`config.mk`:
```
export PLATFORM = sky130hd
export DESIGN_NAME = png_line_sch_flat
export DESIGN_NICKNAME = d
export VERILOG_FILES = /design/src/rtl/png_line_sch_if.sv /design/src/rtl/png_line_sch.sv /design/src/flat_wrapper.sv
export SDC_FILE = /design/constraint.sdc
export NUM_CORES = 1
export LEC_CHECK = 0
export ABC_AREA = 0
export CORE_ASPECT_RATIO = 2
export CORE_MARGIN = 1
export CORE_UTILIZATION = 49
export DETAILED_ROUTE_END_ITERATION = 8
export PLACE_DENSITY = 0.76
export REMOVE_ABC_BUFFERS = 1
export SETUP_SLACK_MARGIN = 0.05
export SLEW_MARGIN = 5
export SYNTH_ARGS = -nofsm -noshare
export SYNTH_HDL_FRONTEND = slang
export SYNTH_SLANG_ARGS = --single-unit
```
`constraint.sdc`:
```
create_clock -name clk -period 2.6 [get_ports clk]
set_input_delay 0.39 -clock clk [delete_from_list [all_inputs] [get_ports clk]]
set_output_delay 0.39 -clock clk [all_outputs]
set_load 0.005 [all_outputs]
```
`src/rtl/png_line_sch_if.sv`:
```
// Handshake and status bundle between the pixel source / filter datapath and png_line_sch.
// Ports: frame control (start/abort/cfg), upstream pixel handshake, line-buffer strobes,
//        downstream read stream (valid, pass, col, row_end) and frame status (row, busy, done).
interface png_line_sch_if #(
    parameter int W_WD = 13,
    parameter int H_WD = 13
);
    logic            start_i;
    logic            abort_i;
    logic [W_WD-1:0] cfg_w_i;
    logic [H_WD-1:0] cfg_h_i;
    logic            pix_val_i;
    logic            pix_rdy_o;
    logic            buf_wr_val_o;
    logic            buf_rd_val_o;
    logic            dn_rdy_i;
    logic            dn_val_o;
    logic [1:0]      pass_o;
    logic [W_WD-1:0] col_o;
    logic [H_WD-1:0] row_o;
    logic            first_row_o;
    logic            row_end_o;
    logic            busy_o;
    logic            done_o;

    // Environment side: issues frames, supplies pixels, consumes the read stream.
    modport master (
        output start_i, abort_i, cfg_w_i, cfg_h_i, pix_val_i, dn_rdy_i,
        input  pix_rdy_o, buf_wr_val_o, buf_rd_val_o, dn_val_o, pass_o, col_o,
        input  row_o, first_row_o, row_end_o, busy_o, done_o
    );

    // Scheduler side.
    modport slave (
        input  start_i, abort_i, cfg_w_i, cfg_h_i, pix_val_i, dn_rdy_i,
        output pix_rdy_o, buf_wr_val_o, buf_rd_val_o, dn_val_o, pass_o, col_o,
        output row_o, first_row_o, row_end_o, busy_o, done_o
    );
endinterface

```
`src/rtl/png_line_sch.sv`:
```
// Row scheduler for the PNG filter line buffer: write each row once, read it back three times.
// Latency: per unstalled row w LOAD + 3w PASS + 1 NEXT cycles; read data valid RD_LAT after strobe.
// Backpressure: dn_rdy_i low stalls read issue losslessly; issued reads must be accepted downstream.
// Ports: clk, rstn (async active-low) plus png_line_sch_if.slave carrying all frame, pixel,
//        buffer-strobe and downstream signals.
module png_line_sch #(
    parameter int W_WD   = 13,
    parameter int H_WD   = 13,
    parameter int RD_LAT = 1
) (
    input  logic          clk,
    input  logic          rstn,
    png_line_sch_if.slave sch
);
    typedef enum logic [2:0] {IDLE, LOAD, PASS, NEXT, DONE} state_t;

    state_t          r_state;
    state_t          w_state_nxt;
    logic [W_WD-1:0] r_col;
    logic [W_WD-1:0] r_w;
    logic [H_WD-1:0] r_row;
    logic [H_WD-1:0] r_h;
    logic [1:0]      r_pass;

    // Read-side shift pipe modelling the buffer read latency.
    logic [RD_LAT-1:0] r_vld_pipe;
    logic [RD_LAT-1:0] r_end_pipe;
    logic [1:0]        r_pass_pipe [RD_LAT];
    logic [W_WD-1:0]   r_col_pipe  [RD_LAT];

    logic w_wr;
    logic w_rd;
    logic w_col_last;
    logic w_row_last;
    logic w_pass_last;
    logic w_pipe_empty;
    logic w_done;

    assign w_wr         = (r_state == LOAD) && sch.pix_val_i;
    assign w_rd         = (r_state == PASS) && sch.dn_rdy_i && !sch.abort_i;
    assign w_col_last   = (r_col == (r_w - W_WD'(1)));
    assign w_row_last   = (r_row == (r_h - H_WD'(1)));
    assign w_pass_last  = (r_pass == 2'd2);
    assign w_pipe_empty = (r_vld_pipe == '0);

    always_ff @(posedge clk or negedge rstn) begin
        if (!rstn) begin
            r_state <= IDLE;
        end else begin
            r_state <= w_state_nxt;
        end
    end

    always_comb begin
        w_state_nxt = r_state;
        w_done      = 1'b0;
        case (r_state)
            IDLE: if (sch.start_i) w_state_nxt = LOAD;
            LOAD: if (w_wr && w_col_last) w_state_nxt = PASS;
            PASS: if (w_rd && w_col_last && w_pass_last) w_state_nxt = NEXT;
            NEXT: w_state_nxt = w_row_last ? DONE : LOAD;
            DONE: begin
                // Hold done until the last read has left the pipe.
                if (w_pipe_empty) begin
                    w_state_nxt = IDLE;
                    w_done      = 1'b1;
                end
            end
            default: w_state_nxt = IDLE;
        endcase
        if (sch.abort_i) begin
            w_state_nxt = IDLE;
            w_done      = 1'b0;
        end
    end

    // Counters and latched frame geometry.
    always_ff @(posedge clk or negedge rstn) begin
        if (!rstn) begin
            r_col  <= '0;
            r_row  <= '0;
            r_pass <= '0;
            r_w    <= '0;
            r_h    <= '0;
        end else if (sch.abort_i) begin
            r_col  <= '0;
            r_row  <= '0;
            r_pass <= '0;
        end else begin
            case (r_state)
                IDLE: begin
                    if (sch.start_i) begin
                        r_col  <= '0;
                        r_row  <= '0;
                        r_pass <= '0;
                        r_w    <= sch.cfg_w_i;
                        r_h    <= sch.cfg_h_i;
                    end
                end
                LOAD: begin
                    if (w_wr) r_col <= w_col_last ? '0 : r_col + W_WD'(1);
                end
                PASS: begin
                    if (w_rd) begin
                        if (w_col_last) begin
                            r_col  <= '0;
                            r_pass <= w_pass_last ? 2'd0 : r_pass + 2'd1;
                        end else begin
                            r_col <= r_col + W_WD'(1);
                        end
                    end
                end
                NEXT: begin
                    r_pass <= '0;
                    if (!w_row_last) r_row <= r_row + H_WD'(1);
                end
                DONE: begin
                    if (w_pipe_empty) r_row <= '0;
                end
                default: ;
            endcase
        end
    end

    // Tags are zeroed on idle cycles so the downstream fields read 0 when dn_val_o is low.
    always_ff @(posedge clk or negedge rstn) begin
        if (!rstn) begin
            r_vld_pipe <= '0;
            r_end_pipe <= '0;
            for (int i = 0; i < RD_LAT; i++) begin
                r_pass_pipe[i] <= '0;
                r_col_pipe[i]  <= '0;
            end
        end else if (sch.abort_i) begin
            r_vld_pipe <= '0;
            r_end_pipe <= '0;
            for (int i = 0; i < RD_LAT; i++) begin
                r_pass_pipe[i] <= '0;
                r_col_pipe[i]  <= '0;
            end
        end else begin
            r_vld_pipe[0]  <= w_rd;
            r_end_pipe[0]  <= w_rd && w_pass_last && w_col_last;
            r_pass_pipe[0] <= w_rd ? r_pass : 2'd0;
            r_col_pipe[0]  <= w_rd ? r_col : '0;
            for (int i = 1; i < RD_LAT; i++) begin
                r_vld_pipe[i]  <= r_vld_pipe[i-1];
                r_end_pipe[i]  <= r_end_pipe[i-1];
                r_pass_pipe[i] <= r_pass_pipe[i-1];
                r_col_pipe[i]  <= r_col_pipe[i-1];
            end
        end
    end

    assign sch.pix_rdy_o    = (r_state == LOAD);
    assign sch.buf_wr_val_o = w_wr;
    assign sch.buf_rd_val_o = w_rd;
    assign sch.dn_val_o     = r_vld_pipe[RD_LAT-1];
    assign sch.pass_o       = r_pass_pipe[RD_LAT-1];
    assign sch.col_o        = r_col_pipe[RD_LAT-1];
    assign sch.row_end_o    = r_end_pipe[RD_LAT-1];
    assign sch.row_o        = r_row;
    // Gated by busy so the flag reads 0 while idle, even though the row counter rests at 0.
    assign sch.first_row_o  = (r_state != IDLE) && (r_row == '0);
    assign sch.busy_o       = (r_state != IDLE);
    assign sch.done_o       = w_done;
endmodule

```
`src/flat_wrapper.sv`:
```
// flat-port wrapper written by rule: the top's interface ports become plain ports
module png_line_sch_flat 
#(
    parameter int W_WD   = 13,
    parameter int H_WD   = 13,
    parameter int RD_LAT = 1
)
  (clk, rstn, sch_start_i, sch_abort_i, sch_cfg_w_i, sch_cfg_h_i, sch_pix_val_i, sch_dn_rdy_i, sch_pix_rdy_o, sch_buf_wr_val_o, sch_buf_rd_val_o, sch_dn_val_o, sch_pass_o, sch_col_o, sch_row_o, sch_first_row_o, sch_row_end_o, sch_busy_o, sch_done_o);
  png_line_sch_if #(.W_WD(W_WD), .H_WD(H_WD)) sch_i ();
  input  logic clk;
  input  logic rstn;
  input wire logic [$bits(sch_i.start_i)-1:0] sch_start_i;
  input wire logic [$bits(sch_i.abort_i)-1:0] sch_abort_i;
  input wire logic [$bits(sch_i.cfg_w_i)-1:0] sch_cfg_w_i;
  input wire logic [$bits(sch_i.cfg_h_i)-1:0] sch_cfg_h_i;
  input wire logic [$bits(sch_i.pix_val_i)-1:0] sch_pix_val_i;
  input wire logic [$bits(sch_i.dn_rdy_i)-1:0] sch_dn_rdy_i;
  output wire logic [$bits(sch_i.pix_rdy_o)-1:0] sch_pix_rdy_o;
  output wire logic [$bits(sch_i.buf_wr_val_o)-1:0] sch_buf_wr_val_o;
  output wire logic [$bits(sch_i.buf_rd_val_o)-1:0] sch_buf_rd_val_o;
  output wire logic [$bits(sch_i.dn_val_o)-1:0] sch_dn_val_o;
  output wire logic [$bits(sch_i.pass_o)-1:0] sch_pass_o;
  output wire logic [$bits(sch_i.col_o)-1:0] sch_col_o;
  output wire logic [$bits(sch_i.row_o)-1:0] sch_row_o;
  output wire logic [$bits(sch_i.first_row_o)-1:0] sch_first_row_o;
  output wire logic [$bits(sch_i.row_end_o)-1:0] sch_row_end_o;
  output wire logic [$bits(sch_i.busy_o)-1:0] sch_busy_o;
  output wire logic [$bits(sch_i.done_o)-1:0] sch_done_o;
  assign sch_i.start_i = sch_start_i;
  assign sch_i.abort_i = sch_abort_i;
  assign sch_i.cfg_w_i = sch_cfg_w_i;
  assign sch_i.cfg_h_i = sch_cfg_h_i;
  assign sch_i.pix_val_i = sch_pix_val_i;
  assign sch_i.dn_rdy_i = sch_dn_rdy_i;
  assign sch_pix_rdy_o = sch_i.pix_rdy_o;
  assign sch_buf_wr_val_o = sch_i.buf_wr_val_o;
  assign sch_buf_rd_val_o = sch_i.buf_rd_val_o;
  assign sch_dn_val_o = sch_i.dn_val_o;
  assign sch_pass_o = sch_i.pass_o;
  assign sch_col_o = sch_i.col_o;
  assign sch_row_o = sch_i.row_o;
  assign sch_first_row_o = sch_i.first_row_o;
  assign sch_row_end_o = sch_i.row_end_o;
  assign sch_busy_o = sch_i.busy_o;
  assign sch_done_o = sch_i.done_o;
  png_line_sch #(.W_WD(W_WD), .H_WD(H_WD), .RD_LAT(RD_LAT)) u_core (.clk(clk), .rstn(rstn), .sch(sch_i));
endmodule
```
; Word level (Yosys, flattened, before mapping)
; Index checks and enable logic that the tools add are counted.
; Widths: inputs -> output; s select.
[word_totals]
reg_bits = 74
in_bits = 32
output_inout_bits = 36
elab_cells = 84
[op_classes]
add_sub_neg = 5
eq_ne = 15
mux = 32
n_bitwise = 1
reduce_logical = 21
[op_table]
columns = op, count
row1 = $mux 13, 10
row2 = $pmux 13 s3, 2
row3 = $add 13x1->13 const B, 2
row4 = $eq 13x13->1, 2
row5 = $sub 13x1->13 const B, 2
row6 = $mux 3, 6
row7 = $reduce_and 4->1, 4
row8 = $pmux 3 s5, 1
row9 = $mux 2, 7
row10 = $logic_not 13->1, 1
row11 = $ne 3x2->1 const B, 4
row12 = $ne 3x3->1 const B, 4
row13 = $reduce_bool 4->1, 3
row14 = $logic_and 1x1->1, 9
row15 = $eq 3x2->1 const B, 2
row16 = $pmux 2 s3, 1
row17 = $mux 1, 5
row18 = $eq 3x1->1 const B, 1
row19 = $eq 3x3->1 const B, 1
row20 = $logic_not 3->1, 1
row21 = $reduce_and 3->1, 1
row22 = $reduce_bool 3->1, 1
row23 = $add 2x1->2 const B, 1
row24 = $eq 2x2->1 const B, 1
row25 = 2 further kinds, 2

; Logic depth before layout (Yosys ltp)
; Gate-level depths: netlist of the first run.
[depth]
depth_word = 8
ltp_mapped = 11
ltp_nobuf = 9

; Least setup slack after synthesis of the first run
; OpenSTA, ideal clock, no wires.
[synth_path]
path_type = register to register
start = reg u_core.r_h[0]
end = reg u_core.r_row[12] (netlist: u_core.sch.row_o[12])
setup_time_ns = 0.126
t_arrival_ns = 2.530
required_time_ns = 2.474
path_slack_ns = -0.056
stages_incl_launch_ff = 12
n_path_buf = 2
period_less_slack_ns = 2.656
cell_sequence = dfrtp_1 inv_1 ha_1 nor2b_1 nand3b_1 a2111oi_0 nand3_1 or4_4 buf_6 buf_8 a32oi_1 o21ai_1
[synth_between]
elab_chain_cells = 4
[synth_lines]
columns = element, line
row1 = "start, declared", png_line_sch.sv:22  ; logic [H_WD-1:0] r_h;
row2 = "start signal, assigned", png_line_sch.sv:97  ; r_h <= sch.cfg_h_i;
row3 = $sub 13x1->13, png_line_sch.sv:42  ; assign w_row_last = (r_row == (r_h - H_WD'(1)));
row4 = $eq 13x13->1, png_line_sch.sv:42
row5 = $ne 3x3->1 (no line), -
row6 = $reduce_and 4->1 (no line), -
row7 = "end signal, assigned", png_line_sch.sv:115  ; if (!w_row_last) r_row <= r_row + H_WD'(1);
row8 = "end, declared", png_line_sch.sv:21  ; logic [H_WD-1:0] r_row;
; No other way between the ends.
; A chain may end at the register's enable or synchronous reset.

; Worst setup path in the final report of the first run
[layout_path]
start = reg u_core.r_h[0]
end = reg u_core.r_row[9] (netlist: u_core.sch.row_o[9])
; The elaborated chain is that of the path after synthesis.

==> results of run 1 <==
-- routing by layer --
layer / up-vias / GRT usage (%) / wire [µm]
met5: - / 0 / 0
met3: 58 / 7.02 / 386
met1: 1890 / 27.3 / 4130
met4: 0 / 20.8 / 692
li1: 1767 / - / -
met2: 145 / 50.2 / 6880
-- how the worst min path moves through the flow --
| stage | startpoint | end | cells after the start | slack [ps] |
|---|---|---|---|---|
| 5_1_grt | rstn | u_core.r_h[6] | 2 | 110 |
| 3_5_place_dp | rstn | u_core.r_w[1] | 2 | 450 |
| 2_1_floorplan | rstn | u_core.r_col[0] | 0 | 90 |
| 4_1_cts | rstn | u_core.r_h[0] | 2 | 90 |
| 6_report | rstn | u_core.r_w[6] | 2 | 80 |
| 3_3_place_gp | rstn | u_core.r_w[2] | 2 | 440 |
-- timing repair --
action,4_1_cts,5_1_grt
endpoints found under the hold margin,0,0
pin swaps,15,24
cloned,2,0
resized for setup,20,29
endpoints found under the setup margin,19,29
buffers inserted,2,5
-- registers in the layout (all words and copies together) (netlist names) --
signal and flops:
u_core.r_w 13, u_core.sch.row_end_o 1, u_core.sch.col_o 13, u_core.r_pass 2, u_core.sch.row_o 13, u_core.r_col 13, u_core.r_state 3, u_core.r_h 13
u_core.sch.dn_val_o 1, u_core.sch.pass_o 2
-- metrics by stage --
step	worst slack, ps	cells	total power [mW]	instance area [µm²]	util [%]
finish	-23.1	634	3.69	5880	70.9
global route	-96.2	634	3.84	5880	70.9
CTS	-53.6	629	3.61	5700	68.7
detailed placement	-375	609	2.18	5260	63.4
global placement	-277	609	2.14	5260	63.4
floorplan	31.0	399	1.83	4120	-
-- cell type report --
type	instances	area, µm²	area share (%)
multi-input cells	310	2430	41.3
flip-flops and latches	74	1850	31.6
repair buffers	119	1080	18.4
clock buffers	9	225	3.83
well taps	98	123	2.09
clock inverters	7	101	1.72
inverters	17	63.8	1.09
-- worst max-delay path, stage by stage (launching register included) --
cell       delay, ps
dfrtp_1          410
inv_2             80
ha_4             140
nor2b_4          200
nand3b_1         180
a2111oi_4        340
buf_4            180
nand3_4          100
or4_4            490
buf_6            150
a21o_1           140
a31oi_1          130
-- kinds of logic (layout without fill, tap and decap cells) --
kind of cell	count (synthesis)	in the layout	share of synthesized area (%)
AND/OR/NAND/NOR	157	159	21.5
AO/OA/AOI/OAI	76	76	13.1
flip-flops	74	74	43.8
XOR/XNOR	40	40	8.29
buffers and inverters	36	152	3.94
multiplexers	30	30	7.91
adder cells (fa/ha/maj)	5	5	1.48
-- layout by cell type, fill, tap and decap left out, drive strengths merged, types with 3 or more instances in the layout --
cell type / netlist / final
clkdlybuf4s50: 0 / 66
nand4: 5 / 5
nor4: 14 / 14
mux2: 27 / 27
a31oi: 20 / 20
a21oi: 5 / 5
nand2b: 3 / 3
mux2i: 3 / 3
o22ai: 3 / 3
dfrtp: 74 / 74
a211o: 4 / 4
nand3b: 3 / 3
nor2b: 8 / 8
xnor2: 20 / 20
nand2: 19 / 19
and2: 14 / 14
inv: 17 / 19
or4: 3 / 5
buf: 5 / 53
nor3b: 4 / 4
nand4b: 4 / 4
xor2: 20 / 20
a21o: 11 / 11
and3: 13 / 13
nor3: 14 / 14
o21ai: 8 / 8
clkbuf: 14 / 9
nor2: 28 / 28
nand3: 14 / 14
ha: 5 / 5
-- report_power, final --
part	internal (mW)	switching [mW]
Clock	0.848	0.518
Combinational	0.484	0.473
Sequential	1.25	0.113
Total	2.58	1.10
==> Flow_metrics.wiki, run 1 <==
{| class="wikitable"
! Metric !! Value
|-
| Cell at the root of the clock tree || clkbuf_16
|-
| I/O pin count || 68
|-
| Total global routing track utilization || 28.7%
|-
| Clock tree from TritonCTS || built
|-
| Pin count of the biggest net entering global routing || 75
|-
| Synth unique cells || 64
|-
| Area growth from synthesis to final layout || 39.1%
|-
| Data required time at the worst endpoint || 2860 ps
|-
| Half-perimeter wire length after placement || 8430 µm
|-
| Total power density per cell area || 627 nW/µm²
|-
| H-tree depth reported by CTS || 3
|-
| Number of port buffers || 67
|-
| Fin Clk Skew || 6.38 ps
|-
| Final period util || 101%
|-
| Detail Route Antenna Nets || 0
|-
| Post-CTS Hold Fix Bufs || 0
|-
| Via count || 3860
|-
| GR Overflow Total || 0
|-
| Antenna diodes || 0
|-
| Initial core utilization || 50.9%
|-
| Floorplan row count || 47
|-
| Via count of the first global-routing pass || 4036
|-
| Die width || 67.7 µm
|-
| Number of endpoints with negative hold slack in the final report || 0
|-
| Leading post-synthesis cells by cell area || dfrtp_1 (44%), mux2_2 (7.2%), xnor2_1 (4.1%)
|-
| Count of yosys warnings during synthesis || 0
|-
| FFs w/ async S/R, synth || 100%
|-
| Maximum fanout encountered on the critical timing path || 5
|-
| Final min period || 2620 ps
|-
| Element type at the critical path end || register
|-
| Type of the setup path with the least slack || register to register
|-
| Top-count cell post-synth || dfrtp_1
|-
| Sum Neg Setup Slack || -26.6 ps
|-
| Maximum vdd ir drop || 533 µV
|-
| Smallest setup slack after layout || -23.1 ps
|-
| Total DRC errors in the routed layout || 0
|-
| Total core area || 8290 µm²
|-
| Number of cell instances on the worst register-to-register path || 11
|-
| Initial DRT Pass Iterations || 4
|-
| Reg2reg start || u_core.r_h[0]
|-
| Sequential element share of the synthesized area || 43.8%
|-
| Clock Path Buffers || 2
|-
| Status || finished, violations left
|-
| Leakage power || 2.56 nW
|-
| Setup slack of the most critical reg-to-reg path || -20 ps
|-
| EDFF count, synth || 0
|-
| Violations in the final reports || negative setup slack
|-
| Critical Path Source || u_core.r_h[0]
|-
| Slew @ Worst Pin || 622 ps
|-
| Data arrival time of the critical path || 2890 ps
|-
| Initial antenna violation count || 0
|-
| Maximum operating frequency || 0.381 GHz
|-
| Number of buffers added by the clock tree synthesis step || 9
|-
| Violation count after the first detailed-routing iteration || 217
|-
| Setup repair after global routing missed its margin || yes
|-
| Overall routed net length || 12100 µm
|-
| Detailed-route vias per instance || 6.09
|-
| Worst-Skew Late Latency || 340 ps
|-
| Tightest Hold Check Type || input port to asynchronous set/reset pin
|-
| Capturing instance or port of the critical path || u_core.sch.row_o[9]
|-
| Max-cap violation count || 0
|-
| RD Place Congestion || 0.920
|-
| Area share of the largest cell type after synthesis || 43.8%
|-
| Most frequent cells after synthesis || dfrtp_1 (74), mux2_2 (27), nor2_1 (27)
|-
| Avg Cell Area, Syn || 10.1 µm²
|-
| Type of element launching the critical path || register
|-
| Final setup vio count || 2
|-
| Share of final-layout standard cells stronger than drive strength 1 || 25.6%
|-
| Fillers || 619
|-
| Overall die area || 9020 µm²
|-
| Die Ht || 133 µm
|-
| Relative slew margins || 58.2%
|-
| Number of instances in the synthesized netlist || 418
|-
| # clock sinks || 74
|-
| Post-layout nets || 568
|-
| Flops & latches, synth || 74
|-
| Reg clk slew, reported paths || 60 ps
|-
| Worst hold-check slack || 81.0 ps
|-
| Detail-routed net length per standard cell || 19.1 µm
|-
| Dominant cell type by area after synthesis || dfrtp_1
|-
| Synth Cell Area || 4220 µm²
|-
| Slew Viols, Final || 0
|-
| End of the worst register-to-register path || u_core.sch.row_o[9]
|-
| Synth Flop Type || dfrtp_1
|-
| Global-route wire length before repair || 19000 µm
|}
(Power assumes the default switching activity.)
==> run 2, diff against run 1 <==
--- a/config.mk
+++ b/config.mk
@@ -8,9 +8,9 @@
 export ABC_AREA = 0
 export CORE_ASPECT_RATIO = 2
 export CORE_MARGIN = 1
-export CORE_UTILIZATION = 49
+export CORE_UTILIZATION = 56
 export DETAILED_ROUTE_END_ITERATION = 8
-export PLACE_DENSITY = 0.76
+export PLACE_DENSITY = 0.82
 export REMOVE_ABC_BUFFERS = 1
 export SETUP_SLACK_MARGIN = 0.05
 export SLEW_MARGIN = 5
==> constraint.sdc (replaced) <==
create_clock -name clk -period 3.1 [get_ports clk]
set_input_delay 0.465 -clock clk [delete_from_list [all_inputs] [get_ports clk]]
set_output_delay 0.465 -clock clk [all_outputs]
set_load 0.005 [all_outputs]
==> Flow_metrics.wiki, run 2 (synthesized netlist as in run 1, its figures left out) <==
{| class="wikitable"
! Metric !! Value
|-
| Relative slew margins || 37.5% (-21 points)
|-
| Worst-Skew Late Latency || 330 ps (about the same)
|-
| Post-Route Utilization || 73.7% (+2.9 points)
|-
| Clock tree from TritonCTS || built
|-
| Placed Instance Area || 5020 µm² (-4.5%)
|-
| Final period util || 93.4% (-7.5 points)
|-
| Maximum fanout encountered on the critical timing path || 5 (unchanged)
|-
| Most common library cell in the layout ignoring fill and taps || dfrtp_1
|-
| H-tree depth reported by CTS || 3 (unchanged)
|-
| Detail-routed net length per standard cell || 18.9 µm (-0.72%)
|-
| Setup repair after global routing missed its margin || no
|-
| Tightest Hold Check Type || input port to asynchronous set/reset pin
|-
| Maximum operating frequency || 0.345 GHz (-9.4%)
|-
| Total core area || 7270 µm² (-12%)
|-
| Crit path max-delay cell type || or3b_2
|-
| Area growth from synthesis to final layout || 26.8%
|-
| Half-perimeter wire length after placement || 8170 µm (-3.2%)
|-
| I/O pin count || 68 (unchanged)
|-
| Initial antenna violation count || 0 (unchanged)
|-
| Buffers inserted during post-CTS setup optimization || 0 (-2)
|-
| Via count of the first global-routing pass || 3921 (-2.8%)
|-
| Post-CTS Hold Fix Bufs || 0 (unchanged)
|-
| Pin count of the biggest net entering global routing || 75 (unchanged)
|-
| Worst hold-check slack || 352 ps (+271 ps)
|-
| Element type at the critical path end || register
|-
| Floorplan row count || 44 (-6.4%)
|-
| Number of buffers added by the clock tree synthesis step || 9 (unchanged)
|-
| Number of port buffers || 67 (unchanged)
|-
| Final min period || 2890 ps (+271 ps)
|-
| Die Ht || 125 µm (-6.4%)
|-
| Total global routing track utilization || 30.3% (+1.6 points)
|-
| Footprint of the flip-flops and latches || 1850 µm² (-0.13%)
|-
| Die width || 63.4 µm (-6.3%)
|-
| Maximum vdd ir drop || 441 µV (-17%)
|-
| Overall die area || 7920 µm² (-12%)
|-
| Type of the setup path with the least slack || register to register
|-
| Type of element launching the critical path || register
|-
| Reg clk slew, reported paths || 60 ps (about the same)
|-
| Slew Viols, Final || 0 (unchanged)
|-
| Data required time at the worst endpoint || 3320 ps (+460 ps)
|-
| Number of instances resized during post-cts repair || 0 (-100%)
|-
| Fin Clk Skew || 5.46 ps (-0.916 ps)
|-
| Leakage power || 2.33 nW (-9.2%)
|-
| Smallest setup slack after layout || 205 ps (+229 ps)
|-
| Slew @ Worst Pin || 937 ps (+315 ps)
|-
| RD Place Congestion || 0.890 (-3.3%)
|-
| Number of endpoints with negative hold slack in the final report || 0 (unchanged)
|-
| Area occupied by multi-input gates || 2210 µm² (-8.9%)
|-
| Commonest cells after routing, fill and taps aside || dfrtp_1 (74), clkdlybuf4s50_1 (66), nor2_1 (27), mux2_2 (27)
|-
| Final setup vio count || 0 (-2)
|-
| Initial DRT Pass Iterations || 4 (unchanged)
|-
| Initial core utilization || 58.1% (+7.2 points)
|-
| Status || completed
|-
| Fillers || 541 (-13%)
|-
| Max-cap violation count || 0 (unchanged)
|-
| Post-layout nets || 530 (-6.7%)
|-
| Peak per-stage delay on the critical path || 480 ps (about the same)
|-
| Cell at the root of the clock tree || clkbuf_16
|-
| Total power density per cell area || 533 nW/µm² (-15%)
|-
| Detailed-route vias per instance || 6.21 (+2.0%)
|-
| Post-Place Worst Slack || 131 ps (+506 ps)
|-
| Post-route cell area || 5360 µm² (-8.8%)
|-
| Via count || 3665 (-5.1%)
|-
| GR Overflow Total || 0 (unchanged)
|-
| Total DRC errors in the routed layout || 0 (unchanged)
|-
| Sum Neg Setup Slack || 0 ps (+26.6 ps)
|-
| Global-route wire length before repair || 18300 µm (-3.9%)
|-
| Share of final-layout standard cells stronger than drive strength 1 || 14.3% (-11 points)
|-
| Detail Route Antenna Nets || 0 (unchanged)
|-
| Overall routed net length || 11200 µm (-7.6%)
|-
| # clock sinks || 74 (unchanged)
|-
| Violation count after the first detailed-routing iteration || 302 (+39%)
|-
| CP cell instances || inv_1 -> ha_1 -> or3b_2 -> a2111oi_0 -> o2111ai_1 -> nand4b_1 -> nor4_1 -> buf_4 -> o21ai_0 -> a31o_2
|-
| Data arrival time of the critical path || 3120 ps (+230 ps)
|-
| Antenna diodes || 0 (unchanged)
|-
| Clock Path Buffers || 2 (unchanged)
|}
-- run 2: cell count changes in the layout (fill, tap and decap cells not counted), sizes merged --
cell      delta
inv          -2
buf         -36
clkinv       +2
clkinvlp     -1
or4          -2
clkbuf       +1
-- run 2: worst paths after layout --
kind	end	from	slack, ps	cells past startpoint
max	u_core.r_pass[1]	u_core.r_w[0]	210	10
min	u_core.sch.row_end_o	rstn	350	2
min reg2reg	u_core.r_w[12]	u_core.r_w[12]	530	1
max reg2reg	u_core.r_pass[1]	u_core.r_w[0]	210	10
min in group clk	u_core.r_w[12]	u_core.r_w[12]	530	1
max in group asynchronous	u_core.r_h[1]	rstn	2130	2
-- run 2: cell type report --
type,count,share of cell area (%)
repair buffers,83,14.7
clock inverters,6,1.68
clock buffers,10,4.46
multi-input cells,308,41.3
well taps,92,2.15
inverters,17,1.19
flip-flops and latches,74,34.6
-- run 2: critical path, delay by kind of cell (launching register included) --
kind / cells / cell delay [ps]
flip-flops: 1 / 430
adder cells (fa/ha/maj): 1 / 200
AND/OR/NAND/NOR: 3 / 990
AO/OA/AOI/OAI: 4 / 910
buffers and inverters: 2 / 260
-- run 2: report_power, final --
group / internal [mW] / switching, mW / total (mW)
Clock: 0.727 / 0.399 / 1.13
Combinational: 0.285 / 0.273 / 0.557
Sequential: 1.05 / 0.123 / 1.17
Total: 2.06 / 0.795 / 2.85
-- run 2: routing by layer --
layer  share of wire (%)  routed length [µm]  GRT usage (%)
met5                   0                   0              0
met4                 7.2                 802           23.1
met3                 3.4                 379           4.76
met2                  57                6320           56.1
met1                  33                3670           28.2
-- run 2: metrics by stage --
| stage | instances | power (mW) |
|---|---|---|
| 4_1_cts | 590 | 2.87 |
| 3_3_place_gp | 574 | 1.70 |
| 6_report | 590 | 2.85 |
| 5_1_grt | 590 | 2.98 |
| 2_1_floorplan | 399 | 1.53 |
| 3_5_place_dp | 574 | 1.73 |
